## src/rtl/fifo_burst_reader_if.sv

```systemverilog
// Handshake bundle for fifo_burst_reader: FIFO read side, burst request/abort
// and packed-burst output side.
interface fifo_burst_reader_if #(
    parameter int DataWidth = 4,
    parameter int BurstLen  = 4
);
    logic                          start_i;
    logic                          abort_i;
    logic                          rvalid_i;
    logic                          rready_o;
    logic [DataWidth-1:0]          data_i;
    logic                          valid_o;
    logic                          ready_i;
    logic [DataWidth*BurstLen-1:0] data_o;
    logic                          busy_o;
    logic                          done_o;

    // The reader itself
    modport slave (
        input  start_i, abort_i, rvalid_i, data_i, ready_i,
        output rready_o, valid_o, data_o, busy_o, done_o
    );

    // Whatever drives requests, feeds the FIFO and consumes bursts
    modport master (
        output start_i, abort_i, rvalid_i, data_i, ready_i,
        input  rready_o, valid_o, data_o, busy_o, done_o
    );
endinterface

```

## src/rtl/fifo_burst_reader.sv

```systemverilog
// Collects BurstLen FIFO words into one packed word (word 0 in the LSBs) and
// offers it downstream with a valid/ready handshake.
module fifo_burst_reader #(
    parameter int DataWidth = 4,
    parameter int BurstLen  = 4
) (
    input  logic                clk_i,
    input  logic                reset_i,
    fifo_burst_reader_if.slave  bus
);
    localparam int CntW = $clog2(BurstLen);
    localparam logic [CntW-1:0] LastCnt = CntW'(BurstLen - 1);

    localparam logic [1:0] IDLE    = 2'd0;
    localparam logic [1:0] COLLECT = 2'd1;
    localparam logic [1:0] OUT     = 2'd2;

    logic [1:0]                    state;
    logic [CntW-1:0]               cnt;
    logic [DataWidth*BurstLen-1:0] data_q;
    logic                          done_q;

    always_ff @(posedge clk_i) begin
        if (reset_i) begin
            state  <= IDLE;
            cnt    <= '0;
            data_q <= '0;
            done_q <= 1'b0;
        end else begin
            done_q <= 1'b0;
            case (state)
                IDLE: begin
                    if (bus.start_i) begin
                        state <= COLLECT;
                        cnt   <= '0;
                    end
                end
                COLLECT: begin
                    // rready_o is high throughout COLLECT, so rvalid_i alone is a handshake
                    if (bus.abort_i) begin
                        state <= IDLE;
                        cnt   <= '0;
                    end else if (bus.rvalid_i) begin
                        for (int i = 0; i < BurstLen; i++) begin
                            if (cnt == CntW'(i)) begin
                                data_q[i*DataWidth +: DataWidth] <= bus.data_i;
                            end
                        end
                        if (cnt == LastCnt) begin
                            state <= OUT;
                            cnt   <= '0;
                        end else begin
                            cnt <= cnt + CntW'(1);
                        end
                    end
                end
                OUT: begin
                    if (bus.ready_i) begin
                        state  <= IDLE;
                        done_q <= 1'b1;
                    end
                end
                default: begin
                    state <= IDLE;
                    cnt   <= '0;
                end
            endcase
        end
    end

    // All handshake outputs decode from registered state only
    assign bus.rready_o = (state == COLLECT);
    assign bus.valid_o  = (state == OUT);
    assign bus.busy_o   = (state != IDLE);
    assign bus.done_o   = done_q;
    assign bus.data_o   = data_q;
endmodule

```

## src/flat_wrapper.sv

```systemverilog
// flat-port wrapper written by rule: the top's interface ports become plain ports
module fifo_burst_reader_flat 
#(
    parameter int DataWidth = 4,
    parameter int BurstLen  = 4
)
  (clk_i, reset_i, bus_start_i, bus_abort_i, bus_rvalid_i, bus_data_i, bus_ready_i, bus_rready_o, bus_valid_o, bus_data_o, bus_busy_o, bus_done_o);
  fifo_burst_reader_if #(.DataWidth(DataWidth), .BurstLen(BurstLen)) bus_i ();
  input  logic clk_i;
  input  logic reset_i;
  input wire logic [$bits(bus_i.start_i)-1:0] bus_start_i;
  input wire logic [$bits(bus_i.abort_i)-1:0] bus_abort_i;
  input wire logic [$bits(bus_i.rvalid_i)-1:0] bus_rvalid_i;
  input wire logic [$bits(bus_i.data_i)-1:0] bus_data_i;
  input wire logic [$bits(bus_i.ready_i)-1:0] bus_ready_i;
  output wire logic [$bits(bus_i.rready_o)-1:0] bus_rready_o;
  output wire logic [$bits(bus_i.valid_o)-1:0] bus_valid_o;
  output wire logic [$bits(bus_i.data_o)-1:0] bus_data_o;
  output wire logic [$bits(bus_i.busy_o)-1:0] bus_busy_o;
  output wire logic [$bits(bus_i.done_o)-1:0] bus_done_o;
  assign bus_i.start_i = bus_start_i;
  assign bus_i.abort_i = bus_abort_i;
  assign bus_i.rvalid_i = bus_rvalid_i;
  assign bus_i.data_i = bus_data_i;
  assign bus_i.ready_i = bus_ready_i;
  assign bus_rready_o = bus_i.rready_o;
  assign bus_valid_o = bus_i.valid_o;
  assign bus_data_o = bus_i.data_o;
  assign bus_busy_o = bus_i.busy_o;
  assign bus_done_o = bus_i.done_o;
  fifo_burst_reader #(.DataWidth(DataWidth), .BurstLen(BurstLen)) u_core (.clk_i(clk_i), .reset_i(reset_i), .bus(bus_i));
endmodule
```

## config.mk

```make
export PLATFORM = sky130hd
export DESIGN_NAME = fifo_burst_reader_flat
export DESIGN_NICKNAME = d
export VERILOG_FILES = /design/src/rtl/fifo_burst_reader_if.sv /design/src/rtl/fifo_burst_reader.sv /design/src/flat_wrapper.sv
export SDC_FILE = /design/constraint.sdc
export NUM_CORES = 1
export LEC_CHECK = 0
export ABC_AREA = 1
export CAP_MARGIN = 20
export CELL_PAD_IN_SITES_DETAIL_PLACEMENT = 1
export CELL_PAD_IN_SITES_GLOBAL_PLACEMENT = 1
export CORE_ASPECT_RATIO = 1.75
export CORE_MARGIN = 2
export CORE_UTILIZATION = 32
export DETAILED_ROUTE_END_ITERATION = 16
export GPL_TIMING_DRIVEN = 0
export PLACE_DENSITY_LB_ADDON = 0.05
export REMOVE_ABC_BUFFERS = 1
export SLEW_MARGIN = 10
export SYNTH_ARGS = -nofsm -noshare
export SYNTH_HDL_FRONTEND = slang
export SYNTH_SLANG_ARGS = --single-unit
```

## constraint.sdc

```tcl
create_clock -name clk_i -period 1.6 [get_ports clk_i]
set_input_delay 0.32 -clock clk_i [delete_from_list [all_inputs] [get_ports clk_i]]
set_output_delay 0.32 -clock clk_i [all_outputs]
set_load 0.05 [all_outputs]
```

* Word level (Yosys, flattened, before mapping)
Cells that the tools add are included.
Word-level totals: bits in registers 21, input bits 10, output and inout port bits 20, word-level logic and storage cells 41
Operators by class: add/subtract/negate cells 1, equality and inequality tests 9, multiplexer cells 12, bitwise operators 2, reductions and logical operators 10
Operators by type and width (number):
- 4-bit AND reduction | 5
- 2-bit 2-to-1 mux | 9
- 2-bit case mux with 3 select lines | 2
- 2-bit equality test (second input constant) | 3
- 2-bit by 1-bit equality test with 1-bit output (second input constant) | 2
- 2-bit logical NOT | 2
- 2-bit != test (second input constant) | 2
- 3-bit by 2-bit != test with 1-bit output (second input constant) | 1
- 3-bit != test (second input constant) | 1
- 3-bit AND reduction | 1
- 2-bit by 1-bit adder with 2-bit output (second input constant) | 1
- 1-bit inverter | 2
- 2-bit nonzero test | 1
- 2-bit OR reduction | 1
- 1-bit 2-to-1 mux | 1

* Longest topological paths before layout
depth after elaboration 5, mapped depth 9

* Worst setup path before layout
No wires, ideal clock.
path kind reg2reg, start reg u_core.state[0], end reg u_core.state[0], library setup time 0.113 ns, arrival time 1.024 ns, slack 0.464 ns, cell stages (with the launch flop) 8, buffers on the path 0, clock period less this slack 1.136 ns, cells stage by stage dfxtp_1 > inv_2 > nand2_2 > nor2_2 > nor2_4 > nand2_2 > nor2_1 > nor2_1
Between the ends: word-level cells in the longest chain between the ends 3, elaborated cells on any way between the ends 9
Ends and longest elaborated chain:
- start: declaration | RTL line fifo_burst_reader.sv:18 | logic [1:0] state;
- start signal: assignment | RTL line fifo_burst_reader.sv:25 | state <= IDLE;
- start signal: assignment | RTL line fifo_burst_reader.sv:34 | state <= COLLECT;
- start signal: assignment | RTL line fifo_burst_reader.sv:41 | state <= IDLE;
- 2-bit by 1-bit equality test with 1-bit output, or another cell as far along | RTL line fifo_burst_reader.sv:31 | case (state)
- 3-bit by 2-bit != test with 1-bit output (no line), or another cell as far along
- 4-bit AND reduction (no line)
Several ways; a longest one is shown, not always the timed one. A chain may end at the register's enable or synchronous reset.

* Worst setup path after layout
start reg u_core.state[0], end out bus_valid_o
Between the ends: word-level cells in the longest chain between the ends 1
Ends and longest elaborated chain:
- 2-bit equality test | RTL line fifo_burst_reader.sv:73 | assign bus.valid_o = (state == OUT);
- end: declaration | RTL line flat_wrapper.sv:17 | output wire logic [$bits(bus_i.valid_o)-1:0] bus_valid_o;
Every way passes these cells.

==> results.yml <==
synth:
  synth_commonest_cells: "nor2_1, dfxtp_1, o21ai_0"
  async_flop_share_pct: 0
  syn_area_um2: 975.9
  synth-main-ff-cell: "dfxtp_1"
  synth_warnings: 0
  synth.top_cells.by_area: "dfxtp_1, nor2_1, nand3_4"
  yosysSeqAreaShare_pct: 43.08
  ys_seq_elements: 21
  yosysUniqueCellTypes: 19
  synthCells: 126
  avgSynthCellArea_um2: 7.746
  synth.most_common_cell: "nor2_1"
  synth-edff-count: 0
  synth_top_area_share_pct: 43.08
  yosysTopAreaCell: "dfxtp_1"
route:
  num_vias: 881
  viasPerCell: 4.762
  drt-wirelength-per-cell_um: 12.22
  drt_iter0_markers: 9
  ant_nets: 0
  routed_wl_um: 2261
  firstDrtPassIters: 3
  drc: 0
power:
  leakage_uw: 0.0006179
  vdd_drop_max_v: 0.0004788
  power_uw: 1177
  power_density_nw_per_um2: 899.2
place:
  place.gp.congestion: 0.7364
  post-place-ws_ns: -0.1528
  dp_hpwl_um: 1902
  portBuffers: 29
die:
  core_um2: 2928
  num_rows: 26
  start_util_pct: 33.33
  die_h_um: 77.06
  die_x_um: 45.75
  dieArea_um2: 3525
  io-pin-count: 30
global_routing:
  grt_pass1_vias: 911
  grt_pass1_wl_um: 3843
  grt_antenna_before_repair: 0
  gr-usage-all-layers_pct: 14.68
  grt_max_degree: 21
  grt_overflow_total: 0
cells_and_area:
  regArea_um2: 420.4
  antenna_cells: 0
  multiInputGateArea_um2: 480.5
  layout-drive-gt1-share_pct: 18.47
  nets: 172
  fin_util_pct: 44.70
  num-fill-cells: 390
  syn_to_final_growth_pct: 34.10
timing:
  slew_violations: 0
  rsz0062_at_grt: "false"
  fin_crit_ns: 1.539
  fmaxAchievable_ghz: 0.6497
  worstMarginPinSlew_ns: 0.5085
  finalCritPeriodShare_pct: 96.20
  slew_headroom_pct: 66.23
  finalSetupTns_ns: 0
  hold_viol: 0
  setup_violations: 0
  fin_skew_ns: 0.003196
  fin_hold_ws_ns: 0.4786
  worst_slack_ns: 0.06076
cts:
  path_clk_slew_ns: 0.08
  clockBufferDepth: 2
  htreeDepth: 1
  post_cts_buffers: 0
  cts_tree: "yes"
  clockRootBuffer: "clkbuf_8"
  cts.sinks: 21
  cts_buffers: 3
  worstSkewPairLatency_ns: 0.26
flow_run:
  cap_violations: 0
setup_path:
  end_kind: "primary output"
  cp_data_required_time_ns: 1.28
  critPathLaunchType: "register"
  reg2reg_slack_ns: 0.37
  critPathArrivalTime_ns: 1.22
  crit_fanout: 6
  worstSetupPathType: "register to primary output"
hold_path:
  hp-class: "register to register"
outcome:
  status: "finished clean"
[state kept, by name, indices dropped and copies added, names as in the netlist]
register,flops
u_core.bus.data_o,16
u_core.state,2
u_core.bus.done_o,1
u_core.cnt,2
[timing repair]
item	4_1_cts	5_1_grt
gates resized for setup	28	0
hold buffers	0	0
endpoints found under the setup margin	20	0
endpoints found under the hold margin	0	0
[worst max-delay path: stages (launching register included)]
cell and delay, ns:
dfxtp_1 0.33, inv_2 0.09, nand2_2 0.11, inv_1 0.07
clkdlybuf4s15_2 0.36
[layout by cell type, fill, tap and decap left out]
cell type,Yosys,layout
clkbuf_8,0,3
o21ai_1,6,6
clkdlybuf4s15_2,0,2
nand2_2,5,5
nor2_2,3,3
clkinv_2,1,2
inv_1,7,7
nand2_1,8,8
inv_4,1,1
ha_1,4,4
buf_2,0,1
dlygate4sd2_1,0,17
nor2_4,2,2
clkdlybuf4s50_1,0,9
inv_2,6,6
nand3_4,4,4
nand3_1,2,2
a21oi_1,1,1
nor2_1,42,42
nor3_1,1,1
o21ai_0,10,10
dfxtp_1,21,21
[final timing paths]
path                                      startpoint                    to  depth (start not counted)
worst max-delay path                 u_core.state[0]           bus_valid_o                          4
worst min-delay path            u_core.bus.data_o[4]  u_core.bus.data_o[4]                          2
worst max register to register         u_core.cnt[0]       u_core.state[0]                          9
worst min register to register  u_core.bus.data_o[4]  u_core.bus.data_o[4]                          2
[power by group]
group          switching [uW]  internal, uW  total [uW]  leakage (uW)
clock                     174           173         347     0.0000255
sequential               15.1           542         557      0.000170
combinational             184          88.7         273      0.000422
total                     373           804        1180      0.000618
[cell type report]
| class | count | area share (%) |
|---|---|---|
| timing repair buffer | 29 | 20.36 |
| inverter | 15 | 4.589 |
| sequential | 21 | 32.12 |
| tap | 28 | 2.677 |
| clock inverter | 1 | 0.3824 |
| multi-input combinational | 88 | 36.71 |
| clock buffer | 3 | 3.155 |
[cell families (layout without fill, tap and decap cells)]
family	after synthesis	after routing	synth area share [%]
AO/OA/AOI/OAI	17	17	8.718
AND/OR/NAND/NOR	67	67	35.38
adder cells (fa/ha/maj)	4	4	5.128
buffers and inverters	17	48	7.692
flip-flops	21	21	43.08
[metrics by stage]
step,area [um^2],instances
after floorplan,960.9,124
after global placement,1286,181
after detailed placement,1286,181
after CTS,1309,185
after global routing,1309,185
final,1309,185
[metal layers]
metal / vias up / routed length, um / track usage, %
li1: 453 / - / -
met1: 404 / 758 / 12.21
met2: 20 / 1380 / 30.00
met3: 4 / 81 / 2.118
met4: 0 / 40 / 6.000
met5: - / 0 / 0
(Power assumes the default switching activity.)
